$ cat config.mk
export PLATFORM = sky130hd
export DESIGN_NAME = afu_mmio_flat
export DESIGN_NICKNAME = d
export VERILOG_FILES = /design/src/rtl/afu_pkg.sv /design/src/rtl/afu_mmio_if.sv /design/src/rtl/shift_register.sv /design/src/rtl/afu_mmio.sv /design/src/flat_wrapper.sv
export SDC_FILE = /design/constraint.sdc
export NUM_CORES = 1
export LEC_CHECK = 0
export ABC_CLOCK_PERIOD_IN_PS = 3700
export CAP_MARGIN = 20
export CORE_UTILIZATION = 40
export DETAILED_ROUTE_END_ITERATION = 10
export PLACE_DENSITY = 0.69
export SYNTH_ARGS = -nofsm -noshare
export SYNTH_HDL_FRONTEND = slang
export SYNTH_SLANG_ARGS = --single-unit
$ cat constraint.sdc
create_clock -name ha_pclock -period 3.7 [get_ports ha_pclock]
set_input_delay 0.555 -clock ha_pclock [delete_from_list [all_inputs] [get_ports ha_pclock]]
set_output_delay 0.555 -clock ha_pclock [all_outputs]
set_load 0.03 [all_outputs]
$ cat src/rtl/afu_pkg.sv
// afu_pkg: shared definitions for the AFU MMIO slice.
//   - MMIO field widths (word address 24 bits, data 64 bits)
//   - default AFU descriptor word 0
//   - request/response records carried between pipeline stages
//   - odd-parity helpers (parity bit that makes the total count of ones odd)
package afu_pkg;

    localparam int MMIO_AD_W   = 24;
    localparam int MMIO_DATA_W = 64;

    // 0 interrupts, 1 process, 0 CRs, programming model 0x8010 (dedicated process)
    localparam logic [63:0] DESC_WORD0_DEF = 64'h0000_0001_0000_8010;

    // Captured request; vectors are numeric (bit 0 = LSB), unlike the PSL bus order.
    typedef struct packed {
        logic                   val;
        logic                   cfg;
        logic                   rnw;
        logic                   dw;
        logic [MMIO_AD_W-1:0]   ad;
        logic [MMIO_DATA_W-1:0] data;
        logic                   ad_ok;
        logic                   data_ok;
    } mmio_req_t;

    // Response word as it travels through the output delay stage.
    typedef struct packed {
        logic                   ack;
        logic [MMIO_DATA_W-1:0] data;
        logic                   par;
    } mmio_resp_t;

    function automatic logic odd_par24(input logic [MMIO_AD_W-1:0] v);
        return ~^v;
    endfunction

    function automatic logic odd_par64(input logic [MMIO_DATA_W-1:0] v);
        return ~^v;
    endfunction

endpackage

$ cat src/rtl/afu_mmio_if.sv
// afu_mmio_if: PSL <-> AFU MMIO bus.
//   ha_* : request from the PSL (valid, space, direction, size, address, data, parities)
//   ah_* : response from the AFU (ack pulse, read data, read-data parity)
// Buses use PSL bit order: bit 0 is the MSB.
interface afu_mmio_if;
    import afu_pkg::*;

    logic        ha_mmval;
    logic        ha_mmcfg;
    logic        ha_mmrnw;
    logic        ha_mmdw;
    logic [0:23] ha_mmad;
    logic        ha_mmadpar;
    logic [0:63] ha_mmdata;
    logic        ha_mmdatapar;
    logic        ah_mmack_out;
    logic [0:63] ah_mmdata_out;
    logic        ah_mmdatapar;

    modport master (
        output ha_mmval, ha_mmcfg, ha_mmrnw, ha_mmdw, ha_mmad, ha_mmadpar,
               ha_mmdata, ha_mmdatapar,
        input  ah_mmack_out, ah_mmdata_out, ah_mmdatapar
    );

    modport slave (
        input  ha_mmval, ha_mmcfg, ha_mmrnw, ha_mmdw, ha_mmad, ha_mmadpar,
               ha_mmdata, ha_mmdatapar,
        output ah_mmack_out, ah_mmdata_out, ah_mmdatapar
    );

endinterface

$ cat src/rtl/shift_register.sv
// shift_register: DEPTH-stage delay line of WIDTH-bit words.
//   clock : rising-edge clock
//   reset : asynchronous, active-low; loads every stage with RST_VAL
//   in    : word entering the line
//   out   : word leaving the line DEPTH cycles later
module shift_register #(
    parameter int               WIDTH   = 1,
    parameter int               DEPTH   = 1,
    parameter logic [WIDTH-1:0] RST_VAL = '0
) (
    input  logic             clock,
    input  logic             reset,
    input  logic [WIDTH-1:0] in,
    output logic [WIDTH-1:0] out
);

    logic [WIDTH-1:0] stage_r [DEPTH];

    // Delay line: stage 0 takes the input, each later stage takes its predecessor.
    always_ff @(posedge clock or negedge reset) begin
        if (!reset) begin
            for (int i = 0; i < DEPTH; i++) begin
                stage_r[i] <= RST_VAL;
            end
        end else begin
            stage_r[0] <= in;
            for (int i = 1; i < DEPTH; i++) begin
                stage_r[i] <= stage_r[i-1];
            end
        end
    end

    assign out = stage_r[DEPTH-1];

endmodule

$ cat src/rtl/afu_mmio.sv
// afu_mmio: MMIO responder for a CAPI AFU.
//   ha_pclock  : clock
//   ha_reset_n : asynchronous active-low reset
//   mmio       : PSL MMIO bus (slave side)
// Descriptor space (ha_mmcfg=1) returns DESC_WORD0 at doubleword 0 and zero
// elsewhere; problem space hits NUM_REGS 64-bit scratch registers. Every
// request is acked exactly once, two edges after it is sampled.
module afu_mmio
    import afu_pkg::*;
#(
    parameter logic [63:0] DESC_WORD0 = DESC_WORD0_DEF,
    parameter int          NUM_REGS   = 4
) (
    input  logic     ha_pclock,
    input  logic     ha_reset_n,
    afu_mmio_if.slave mmio
);

    localparam int IDX_W = (NUM_REGS > 1) ? $clog2(NUM_REGS) : 1;
    localparam mmio_resp_t RESP_IDLE = '{ack: 1'b0, data: 64'h0, par: 1'b1};

    mmio_req_t         req_s;
    mmio_req_t         req_r;
    mmio_resp_t        resp_s;
    mmio_resp_t        resp_r;
    logic [65:0]       sr_out_s;
    logic [63:0]       regs_r [NUM_REGS];
    logic [IDX_W-1:0]  idx_s;
    logic              in_range_s;
    logic              half_s;
    logic [63:0]       rd_dword_s;
    logic [63:0]       rd_data_s;
    logic              wr_en_s;

    // Flatten the bus into a numeric-order request and check its parities.
    always_comb begin
        req_s         = '0;
        req_s.val     = mmio.ha_mmval;
        req_s.cfg     = mmio.ha_mmcfg;
        req_s.rnw     = mmio.ha_mmrnw;
        req_s.dw      = mmio.ha_mmdw;
        req_s.ad      = mmio.ha_mmad;
        req_s.data    = mmio.ha_mmdata;
        req_s.ad_ok   = (odd_par24(mmio.ha_mmad) == mmio.ha_mmadpar);
        req_s.data_ok = (odd_par64(mmio.ha_mmdata) == mmio.ha_mmdatapar);
    end

    // Request capture stage (edge T).
    always_ff @(posedge ha_pclock or negedge ha_reset_n) begin
        if (!ha_reset_n) begin
            req_r <= '0;
        end else begin
            req_r <= req_s;
        end
    end

    // Address decode: bit 0 picks the word half, the next IDX_W bits pick the
    // register, anything above must be zero for problem space.
    always_comb begin
        half_s     = req_r.ad[0];
        idx_s      = req_r.ad[IDX_W:1];
        in_range_s = ~|req_r.ad[MMIO_AD_W-1:IDX_W+1];
    end

    // Read data selection and response formation.
    always_comb begin
        rd_dword_s = 64'h0;
        rd_data_s  = 64'h0;
        resp_s     = RESP_IDLE;
        if (req_r.cfg) begin
            if (req_r.ad[MMIO_AD_W-1:1] == 23'h0) begin
                rd_dword_s = DESC_WORD0;
            end else begin
                rd_dword_s = 64'h0;
            end
        end else if (in_range_s) begin
            rd_dword_s = regs_r[idx_s];
        end else begin
            rd_dword_s = 64'h0;
        end
        // Word reads replicate the selected half; bus half [0:31] is numeric [63:32].
        if (req_r.dw) begin
            rd_data_s = rd_dword_s;
        end else if (half_s) begin
            rd_data_s = {rd_dword_s[31:0], rd_dword_s[31:0]};
        end else begin
            rd_data_s = {rd_dword_s[63:32], rd_dword_s[63:32]};
        end
        if (req_r.val) begin
            resp_s.ack  = 1'b1;
            resp_s.data = req_r.rnw ? rd_data_s : 64'h0;
            resp_s.par  = odd_par64(resp_s.data);
        end else begin
            resp_s = RESP_IDLE;
        end
    end

    // Writes land only for in-range problem-space requests with clean parity.
    always_comb begin
        wr_en_s = req_r.val & ~req_r.rnw & ~req_r.cfg & in_range_s
                & req_r.ad_ok & req_r.data_ok;
    end

    // Scratch register file; word writes always source bus bits [32:63].
    always_ff @(posedge ha_pclock or negedge ha_reset_n) begin
        if (!ha_reset_n) begin
            for (int i = 0; i < NUM_REGS; i++) begin
                regs_r[i] <= 64'h0;
            end
        end else begin
            for (int i = 0; i < NUM_REGS; i++) begin
                if (wr_en_s && (idx_s == IDX_W'(i))) begin
                    if (req_r.dw) begin
                        regs_r[i] <= req_r.data;
                    end else if (half_s) begin
                        regs_r[i][31:0] <= req_r.data[31:0];
                    end else begin
                        regs_r[i][63:32] <= req_r.data[31:0];
                    end
                end
            end
        end
    end

    // Response register stage (edge T+1).
    always_ff @(posedge ha_pclock or negedge ha_reset_n) begin
        if (!ha_reset_n) begin
            resp_r <= RESP_IDLE;
        end else begin
            resp_r <= resp_s;
        end
    end

    shift_register #(
        .WIDTH   (66),
        .DEPTH   (1),
        .RST_VAL (66'h0_0000_0000_0000_0001)
    ) u_out_sr (
        .clock (ha_pclock),
        .reset (ha_reset_n),
        .in    (resp_r),
        .out   (sr_out_s)
    );

    assign mmio.ah_mmack_out  = sr_out_s[65];
    assign mmio.ah_mmdata_out = sr_out_s[64:1];
    assign mmio.ah_mmdatapar  = sr_out_s[0];

endmodule

$ cat src/flat_wrapper.sv
// flat-port wrapper written by rule: the top's interface ports become plain ports
module afu_mmio_flat import afu_pkg::*;
#(
    parameter logic [63:0] DESC_WORD0 = DESC_WORD0_DEF,
    parameter int          NUM_REGS   = 4
)
  (ha_pclock, ha_reset_n, mmio_ha_mmval, mmio_ha_mmcfg, mmio_ha_mmrnw, mmio_ha_mmdw, mmio_ha_mmad, mmio_ha_mmadpar, mmio_ha_mmdata, mmio_ha_mmdatapar, mmio_ah_mmack_out, mmio_ah_mmdata_out, mmio_ah_mmdatapar);
  afu_mmio_if mmio_i ();
  input  logic ha_pclock;
  input  logic ha_reset_n;
  input wire logic [$bits(mmio_i.ha_mmval)-1:0] mmio_ha_mmval;
  input wire logic [$bits(mmio_i.ha_mmcfg)-1:0] mmio_ha_mmcfg;
  input wire logic [$bits(mmio_i.ha_mmrnw)-1:0] mmio_ha_mmrnw;
  input wire logic [$bits(mmio_i.ha_mmdw)-1:0] mmio_ha_mmdw;
  input wire logic [$bits(mmio_i.ha_mmad)-1:0] mmio_ha_mmad;
  input wire logic [$bits(mmio_i.ha_mmadpar)-1:0] mmio_ha_mmadpar;
  input wire logic [$bits(mmio_i.ha_mmdata)-1:0] mmio_ha_mmdata;
  input wire logic [$bits(mmio_i.ha_mmdatapar)-1:0] mmio_ha_mmdatapar;
  output wire logic [$bits(mmio_i.ah_mmack_out)-1:0] mmio_ah_mmack_out;
  output wire logic [$bits(mmio_i.ah_mmdata_out)-1:0] mmio_ah_mmdata_out;
  output wire logic [$bits(mmio_i.ah_mmdatapar)-1:0] mmio_ah_mmdatapar;
  assign mmio_i.ha_mmval = mmio_ha_mmval;
  assign mmio_i.ha_mmcfg = mmio_ha_mmcfg;
  assign mmio_i.ha_mmrnw = mmio_ha_mmrnw;
  assign mmio_i.ha_mmdw = mmio_ha_mmdw;
  assign mmio_i.ha_mmad = mmio_ha_mmad;
  assign mmio_i.ha_mmadpar = mmio_ha_mmadpar;
  assign mmio_i.ha_mmdata = mmio_ha_mmdata;
  assign mmio_i.ha_mmdatapar = mmio_ha_mmdatapar;
  assign mmio_ah_mmack_out = mmio_i.ah_mmack_out;
  assign mmio_ah_mmdata_out = mmio_i.ah_mmdata_out;
  assign mmio_ah_mmdatapar = mmio_i.ah_mmdatapar;
  afu_mmio #(.DESC_WORD0(DESC_WORD0), .NUM_REGS(NUM_REGS)) u_core (.ha_pclock(ha_pclock), .ha_reset_n(ha_reset_n), .mmio(mmio_i));
endmodule
==> results of run 1 <==
==> layout make-up <==
| type | instances | share of cell area |
|---|---|---|
| Tap cell | 680 | 0.0340 |
| Sequential cell | 482 | 0.483 |
| Clock inverter | 18 | 0.0131 |
| Multi-Input combinational cell | 977 | 0.329 |
| Timing Repair Buffer | 219 | 0.0866 |
| Clock buffer | 67 | 0.0545 |
| Inverter | 1 | 0.000150 |
==> worst paths after layout <==
path	end	slack, ns	startpoint
worst max-delay path	u_core.resp_r[0]	0.47	u_core.idx_s[1]
min in group asynchronous	u_core.u_out_sr.out[41]	0.47	ha_reset_n
max in group asynchronous	u_core.idx_s[1]	2.06	ha_reset_n
worst max register to register	u_core.resp_r[0]	0.47	u_core.idx_s[1]
worst min register to register	u_core.u_out_sr.out[10]	0.35	u_core.resp_r[10]
worst min-delay path	u_core.u_out_sr.out[10]	0.35	u_core.resp_r[10]
==> cell families (layout without fill, tap and decap cells) <==
logic type,after synthesis,in the layout,share of synthesized area
buffers and inverters,85,305,0.0217
AND/OR/NAND/NOR,296,296,0.0584
flip-flops,482,482,0.582
XOR/XNOR,210,210,0.0911
AO/OA/AOI/OAI,179,179,0.0446
multiplexers,292,292,0.202
==> power by group through the flow <==
stage | sequential, uW | clock [uW] | combinational [uW]
final | 5400 | 5170 | 899
after CTS | 5400 | 5290 | 931
after global routing | 5410 | 5480 | 979
after global placement | 5500 | 0 | 918
after detailed placement | 5500 | 0 | 926
after floorplan | 5460 | 0 | 467
==> state kept, by name, summed over array words and instances (netlist names) <==
register and flops:
u_core.resp_r 66, u_core.u_out_sr.out 66, u_core.idx_s 2, u_core.req_r 91, u_core.regs_r 256, u_core.half_s 1
==> placed cells by master (no fill, tap or decap), types with 2 or more instances in the layout <==
cell type | netlist | routed
sky130_fd_sc_hd__mux2_2 | 128 | 128
sky130_fd_sc_hd__xnor2_1 | 138 | 138
sky130_fd_sc_hd__nor2b_1 | 6 | 5
sky130_fd_sc_hd__clkinv_2 | 0 | 4
sky130_fd_sc_hd__clkbuf_16 | 0 | 49
sky130_fd_sc_hd__bufinv_16 | 0 | 9
sky130_fd_sc_hd__a211oi_1 | 3 | 3
sky130_fd_sc_hd__nand3_1 | 5 | 4
sky130_fd_sc_hd__o21ai_0 | 130 | 130
sky130_fd_sc_hd__mux2i_1 | 75 | 75
sky130_fd_sc_hd__dfstp_2 | 2 | 2
sky130_fd_sc_hd__a21oi_1 | 42 | 42
sky130_fd_sc_hd__nand2_1 | 216 | 216
sky130_fd_sc_hd__mux4_2 | 89 | 89
sky130_fd_sc_hd__clkbuf_8 | 1 | 7
sky130_fd_sc_hd__a211oi_2 | 2 | 2
sky130_fd_sc_hd__nor3_1 | 4 | 4
sky130_fd_sc_hd__buf_4 | 14 | 48
sky130_fd_sc_hd__xnor3_1 | 3 | 3
sky130_fd_sc_hd__nor4_1 | 6 | 6
sky130_fd_sc_hd__dfrtp_4 | 0 | 2
sky130_fd_sc_hd__xor2_1 | 68 | 68
sky130_fd_sc_hd__clkinvlp_4 | 0 | 5
sky130_fd_sc_hd__clkbuf_1 | 41 | 11
sky130_fd_sc_hd__nor2_1 | 43 | 43
sky130_fd_sc_hd__nand2b_1 | 4 | 3
sky130_fd_sc_hd__dfrtp_1 | 480 | 477
sky130_fd_sc_hd__clkdlybuf4s50_1 | 0 | 160
sky130_fd_sc_hd__buf_12 | 0 | 9
sky130_fd_sc_hd__or2_2 | 2 | 2
==> metal layers <==
| layer | vias up | global-route usage | share of wire |
|---|---|---|---|
| met3 | 76 | 0.0381 | 0.061 |
| li1 | 5708 | - | - |
| met1 | 6585 | 0.284 | 0.44 |
| met2 | 439 | 0.327 | 0.47 |
| met5 | - | 0 | 0 |
| met4 | 0 | 0.0654 | 0.029 |
==> timing repair <==
item / in CTS / in global routing
resized for setup: 0 / 0
hold endpoints to repair: 37 / 0
hold buffers: 1 / 0
==> through the flow <==
stage	hold slack (ns)	setup WS [ns]	total power (uW)	instance area (um2)
finish	0.346	0.473	11500	25000
global route	0.351	0.221	11900	25000
CTS	0.345	0.469	11600	25000
detailed placement	0.335	0.480	6430	23300
global placement	0.332	0.481	6420	23300
floorplan	0.259	0.843	5930	20700
==> critical path: stages, from the launching register on <==
cell	delay (ns)
sky130_fd_sc_hd__dfrtp_4	0.66
sky130_fd_sc_hd__buf_4	0.35
sky130_fd_sc_hd__mux4_2	0.40
sky130_fd_sc_hd__xnor2_1	0.26
sky130_fd_sc_hd__xnor2_1	0.15
sky130_fd_sc_hd__nor2_1	0.06
sky130_fd_sc_hd__a21oi_1	0.25
sky130_fd_sc_hd__xnor3_1	0.39
sky130_fd_sc_hd__xnor2_1	0.24
sky130_fd_sc_hd__nand2_1	0.09
sky130_fd_sc_hd__xnor3_1	0.20
sky130_fd_sc_hd__nand2_1	0.05
==> cells in the mapped netlist, types with 2 or more instances <==
master,count
sky130_fd_sc_hd__nand3_1,5
sky130_fd_sc_hd__clkbuf_1,41
sky130_fd_sc_hd__dfrtp_1,480
sky130_fd_sc_hd__a211oi_1,3
sky130_fd_sc_hd__mux2_2,128
sky130_fd_sc_hd__buf_2,6
sky130_fd_sc_hd__mux2i_1,75
sky130_fd_sc_hd__mux4_2,89
sky130_fd_sc_hd__buf_4,14
sky130_fd_sc_hd__buf_6,8
sky130_fd_sc_hd__nand2_1,216
sky130_fd_sc_hd__nor3_1,4
sky130_fd_sc_hd__a21oi_1,42
sky130_fd_sc_hd__dfstp_2,2
sky130_fd_sc_hd__nand2b_1,4
sky130_fd_sc_hd__a211oi_2,2
sky130_fd_sc_hd__nor2b_1,6
sky130_fd_sc_hd__xor2_1,68
sky130_fd_sc_hd__xnor3_1,3
sky130_fd_sc_hd__o21ai_0,130
sky130_fd_sc_hd__xnor2_1,138
sky130_fd_sc_hd__nor2_1,43
sky130_fd_sc_hd__or2_2,2
sky130_fd_sc_hd__buf_1,14
sky130_fd_sc_hd__nor4_1,6
==> insert_results.sql, run 1 <==
INSERT INTO impl_metrics (metric_group, metric, value, unit) VALUES
('sta', 'setup_violators_final', '0', ''),
('floorplanning', 'floorplan.die.height', '230', 'um'),
('sta', 'max_slew_margin', '0.490', ''),
('outcome', 'run_status', 'finished, violations left', ''),
('sta', 'grt_setup_unrepaired', 'no', ''),
('global_route', 'grt_first_pass_wirelength', '82000', 'um'),
('power', 'sequential_power_share', '0.471', ''),
('layout', 'antennaDiodeCount', '0', ''),
('floorplanning', 'rows', '83', ''),
('cts', 'postCtsSetupRepairBufs', '0', ''),
('global_route', 'antenna_found_initial', '2', ''),
('place', 'portBuffers', '161', ''),
('layout', 'seq_area', '12100', 'um2'),
('synth', 'synth-seq-cells', '482', ''),
('layout', 'fin_cells', '2444', ''),
('critical_path', 'worstSetupEndpointType', 'flip-flop', ''),
('layout', 'multi_input_comb_area', '8230', 'um2'),
('sta', 'timing.setup.tns', '0', 'ns'),
('synth', 'post_synth_main_area_contributors', 'sky130_fd_sc_hd__dfrtp_1 (58%), sky130_fd_sc_hd__mux4_2 (9.7%), sky130_fd_sc_hd__mux2_2 (7.0%)', ''),
('sta', 'worst_pin_slew', '0.765', 'ns'),
('critical_path', 'rr_worst_depth', '11', ''),
('cts', 'clk-insertion-delay-late', '0.57', 'ns'),
('layout', 'syn_to_final_growth', '20.7', '%'),
('cts', 'ctsLongestPathBuffers', '3', ''),
('synth', 'netlist-cell-type-count', '40', ''),
('floorplanning', 'die_width', '230', 'um'),
('synth', 'yosys_warnings', '0', ''),
('drt', 'routed_wire_length_per_instance', '21.6', 'um'),
('critical_path', 'critPathRequiredTime', '4.19', 'ns'),
('cts', 'clockRootBuffer', 'sky130_fd_sc_hd__clkbuf_16', ''),
('drt', 'first_iter_violations', '991', ''),
('sta', 'finalHoldViolCount', '0', ''),
('drt', 'drc', '3', ''),
('synth', 'synth_area_leader_cell', 'sky130_fd_sc_hd__dfrtp_1', ''),
('drt', 'antenna_violating_nets_post_route', '0', ''),
('place', 'placed_cells_incl_taps', '2358', ''),
('drt', 'drtPass1Iterations', '8', ''),
('power', 'total_switching_power', '2530', 'uW'),
('layout', 'final_core_util', '0.488', ''),
('power', 'p_leak', '0.0112', 'uW'),
('outcome', 'failing_checks', 'DRC', ''),
('power', 'vdd_drop_max', '288', 'uV'),
('sta', 'clock-skew-final', '0.0127', 'ns'),
('critical_path', 'timing.critical_path.arrival', '3.71', 'ns'),
('cts', 'cts_sinks', '482', ''),
('layout', 'post_route_cells_drive_above_1_share', '0.207', ''),
('synth', 'synth_async_sr_flop_share', '1.00', ''),
('place', 'dp_hpwl', '38400', 'um'),
('cts', 'cts_tree', 'built', ''),
('power', 'p_per_area', '458', 'nW/um2'),
('floorplanning', 'boundaryPins', '162', ''),
('global_route', 'overflow', '0', ''),
('sta', 'max_clock_freq', '310', 'MHz'),
('cts', 'cts.reportedPaths.clkPinSlew', '0.06', 'ns'),
('drt', 'total_detailed_routing_wirelength', '52700', 'um'),
('floorplanning', 'core_area', '51300', 'um2'),
('global_route', 'number_of_global_route_vias_before_repair', '13345', ''),
('critical_path', 'criticalPathCategory', 'flip-flop to flip-flop', ''),
('synth', 'synth.net_count', '1640', ''),
('synth', 'synth_edf_count', '0', ''),
('power', 'sw_frac', '0.220', ''),
('run', 'max_cap_viol_count', '0', ''),
('sta', 'final.period_utilization', '0.872', ''),
('critical_path', 'startpoint_type', 'flip-flop', ''),
('synth', 'syn_inst', '1544', ''),
('critical_path', 'critical_path_peak_fanout', '20', ''),
('global_route', 'grt.total_usage', '0.205', ''),
('cts', 'tritoncts.num_buffers', '48', ''),
('sta', 'min_period', '3.23', 'ns'),
('layout', 'fillerInstances', '4474', ''),
('hold_path', 'min_delay_path_depth', '0', '');
(Power assumes the default switching activity.)
==> run 2: changes to the inputs <==
--- a/config.mk
+++ b/config.mk
@@ -11,3 +11,3 @@
 export DETAILED_ROUTE_END_ITERATION = 10
-export PLACE_DENSITY = 0.69
+export PLACE_DENSITY = 0.56
 export SYNTH_ARGS = -nofsm -noshare
==> constraint.sdc (replaced) <==
create_clock -name ha_pclock -period 3.7 [get_ports ha_pclock]
set_input_delay 0.74 -clock ha_pclock [delete_from_list [all_inputs] [get_ports ha_pclock]]
set_output_delay 0.74 -clock ha_pclock [all_outputs]
set_load 0.03 [all_outputs]
==> run 2 against run 1 <==
  * The flow now finishes without violations
  * Final area rose by 0.97%
  * Via count about the same
  * Hold slack worse by 0.16 ns
  * Utilization up 0.47 points
  * Die area unchanged
  * Count of clock-buffer cells in the layout grew 5
  * Sequential power hardly changed
  * Non-clock buffer count rose by 19
  * Worst setup slack got worse by 0.13 ns
  * Combinational power increased by 3.7%
  * Clock power up 4.6%
==> insert_results.sql, run 2 (synthesis gave the netlist of run 1 again) <==
INSERT INTO impl_metrics (metric_group, metric, value, unit) VALUES
('outcome', 'run_status', 'finished clean', ''),
('sta', 'final_number_of_max_transition_violations', '0', ''),
('run', 'max_cap_viol_count', '0', ''),
('place', 'gp_congestion', '0.870', ''),
('floorplanning', 'dieArea', '52700', 'um2'),
('global_route', 'antenna_found_initial', '6', ''),
('place', 'dp_hpwl', '40200', 'um'),
('place', 'portBuffers', '161', ''),
('critical_path', 'startpoint_type', 'flip-flop', ''),
('power', 'internal-power', '9040', 'uW'),
('drt', 'drc', '0', ''),
('hold_path', 'hp-class', 'input port to async pin', ''),
('cts', 'clk-insertion-delay-late', '0.60', 'ns'),
('power', 'p_leak', '0.0114', 'uW'),
('power', 'total_switching_power', '2700', 'uW'),
('critical_path', 'crit_slowest_cell', 'sky130_fd_sc_hd__dfrtp_4', ''),
('critical_path', 'timing.critical_path.arrival', '3.89', 'ns'),
('cts', 'cts.hold.buffers_added', '0', ''),
('global_route', 'grt.total_usage', '0.219', ''),
('global_route', 'number_of_global_route_vias_before_repair', '13298', ''),
('layout', 'multi_input_comb_area', '8230', 'um2'),
('sta', 'max_slew_margin', '0.439', ''),
('layout', 'commonest_non_fill_non_tap_cells_in_the_layout', 'sky130_fd_sc_hd__dfrtp_1 (477), sky130_fd_sc_hd__nand2_1 (216), sky130_fd_sc_hd__clkdlybuf4s50_1 (160)', ''),
('drt', 'first_iter_violations', '961', ''),
('cts', 'cts_sinks', '482', ''),
('critical_path', 'worstSetupEndpointType', 'flip-flop', ''),
('critical_path', 'critPathRequiredTime', '4.24', 'ns'),
('floorplanning', 'floorplan.die.height', '230', 'um'),
('floorplanning', 'core_area', '51300', 'um2'),
('power', 'p_per_area', '465', 'nW/um2'),
('layout', 'fillerInstances', '4549', ''),
('global_route', 'grt_start_max_net_pins', '100', ''),
('layout', 'syn_to_final_growth', '21.8', '%'),
('drt', 'drtPass1Iterations', '5', ''),
('cts', 'h-tree-depth', '2', ''),
('critical_path', 'criticalPathCategory', 'flip-flop to flip-flop', ''),
('power', 'clkPwrFrac', '0.461', ''),
('sta', 'finalHoldViolCount', '0', ''),
('cts', 'cts_tree', 'built', ''),
('layout', 'registers.top_by_ff_count', 'u_core.regs_r', ''),
('sta', 'grt_setup_unrepaired', 'no', ''),
('cts', 'clockRootBuffer', 'sky130_fd_sc_hd__clkbuf_16', ''),
('drt', 'total_detailed_routing_wirelength', '55700', 'um'),
('layout', 'post_route_cells_drive_above_1_share', '0.221', ''),
('floorplanning', 'boundaryPins', '162', ''),
('cts', 'postCtsSetupRepairBufs', '0', ''),
('power', 'power_frac_comb', '0.079', ''),
('sta', 'setup_violators_final', '0', ''),
('power', 'post-layout-total-power', '11700', 'uW'),
('power', 'sequential_power_share', '0.460', ''),
('critical_path', 'worstPathCellList', 'buf_12 > or4bb_1 > o221ai_1 > xor2_1 > nor3b_1 > xnor2_1 > xnor2_1 > xnor3_1 > xnor2_2 > xnor3_1 > nand2_1', ''),
('cts', 'cts-resized-gates', '0', ''),
('critical_path', 'cpLargestDelayFamily', 'XOR/XNOR gates', ''),
('layout', 'nets', '1848', ''),
('sta', 'max_clock_freq', '298', 'MHz'),
('power', 'vdd_drop_max', '350', 'uV'),
('cts', 'tritoncts.num_buffers', '52', ''),
('floorplanning', 'rows', '83', ''),
('critical_path', 'critPathMaxStageDelay', '0.63', 'ns'),
('layout', 'seq_area', '12100', 'um2'),
('drt', 'vias', '12803', ''),
('sta', 'worst_pin_slew', '0.842', 'ns'),
('layout', 'final_common_cell', 'sky130_fd_sc_hd__dfrtp_1', ''),
('floorplanning', 'initial_utilization', '0.404', ''),
('drt', 'antenna_violating_nets_post_route', '0', ''),
('sta', 'final.period_utilization', '0.906', ''),
('layout', 'largestRegisters', 'u_core.regs_r: 256 flops, u_core.req_r: 91 flops', ''),
('critical_path', 'critical_path_peak_fanout', '19', ''),
('layout', 'max_reg_flops', '256', ''),
('power', 'sw_frac', '0.230', ''),
('cts', 'cts.reportedPaths.clkPinSlew', '0.07', 'ns'),
('global_route', 'grt_first_pass_wirelength', '85200', 'um'),
('global_route', 'overflow', '0', ''),
('sta', 'clock-skew-final', '0.0205', 'ns'),
('critical_path', 'critical_path.n_buffers_inverters', '1', ''),
('cts', 'ctsLongestPathBuffers', '3', ''),
('sta', 'timing.setup.tns', '0', 'ns'),
('drt', 'routed_wire_length_per_instance', '22.5', 'um'),
('drt', 'viasPerCell', '5.18', ''),
('sta', 'min_period', '3.35', 'ns'),
('floorplanning', 'die_width', '230', 'um');
run 2: cell types whose count changed in the layout (fill, tap and decap cells not counted), moves of 2 or more:
cell and change:
sky130_fd_sc_hd__clkbuf_16 +5, sky130_fd_sc_hd__clkinv_2 +2, sky130_fd_sc_hd__clkinv_4 +3, sky130_fd_sc_hd__buf_4 +21, sky130_fd_sc_hd__clkinvlp_4 -2, sky130_fd_sc_hd__bufinv_16 -3
sky130_fd_sc_hd__clkbuf_1 -2, sky130_fd_sc_hd__clkbuf_8 +2
run 2: worst reg2reg max path, delay by kind of cell (launching register included):
| family | cells | cell delay (ns) |
|---|---|---|
| AOI/OAI and AO/OA | 1 | 0.15 |
| xor gates and xnor gates | 6 | 1.44 |
| buffers and inverters | 1 | 0.25 |
| and+or+nand+nor | 3 | 0.82 |
| DFF | 1 | 0.63 |
run 2: final cells by class:
| type | instances | share of cell area |
|---|---|---|
| clock buffers | 72 | 0.0597 |
| repair buffers | 238 | 0.0908 |
| multi-input cells | 977 | 0.326 |
| clock inverters | 21 | 0.0117 |
| diodes | 1 | 0.0000991 |
| well taps | 680 | 0.0337 |
| inverters | 1 | 0.000149 |
| flip-flops and latches | 482 | 0.478 |
run 2: layer usage:
metal | wire, um | global-route usage | vias up
met5 | 14 | 0 | -
met4 | 2100 | 0.0835 | 2
met3 | 3330 | 0.0433 | 91
met2 | 25300 | 0.332 | 378
met1 | 25000 | 0.310 | 6573
li1 | - | - | 5759
run 2: final timing paths:
| check | start | to | slack (ns) | depth (start not counted) |
|---|---|---|---|---|
| setup reg to reg | u_core.idx_s[0] | u_core.resp_r[0] | 0.35 | 11 |
| min in group ha_pclock | u_core.resp_r[42] | u_core.u_out_sr.out[42] | 0.35 | 0 |
| hold reg to reg | u_core.resp_r[42] | u_core.u_out_sr.out[42] | 0.35 | 0 |
| hold / removal | ha_reset_n | u_core.regs_r[198] | 0.19 | 1 |
| setup / recovery | u_core.idx_s[0] | u_core.resp_r[0] | 0.35 | 11 |
| max in group asynchronous | ha_reset_n | u_core.regs_r[107] | 2.44 | 2 |
run 2: stage by stage:
step | hold slack, ns | util | worst slack (ns) | area, um2 | std cells
after global placement | 0.334 | 0.457 | 0.373 | 23500 | 2378
after detailed placement | 0.335 | 0.457 | 0.386 | 23500 | 2378
after floorplan | 0.331 | - | 0.843 | 20700 | 1544
after global routing | 0.240 | 0.492 | 0.153 | 25300 | 2471
after CTS | 0.203 | 0.492 | 0.342 | 25300 | 2471
final | 0.190 | 0.492 | 0.347 | 25300 | 2472
run 2: power groups by stage:
stage	combinational, uW	sequential (uW)	clock [uW]
final	932	5400	5410
after global routing	1010	5400	5750
after CTS	955	5400	5520
after detailed placement	950	5490	0
after global placement	944	5490	0
after floorplan	467	5460	0
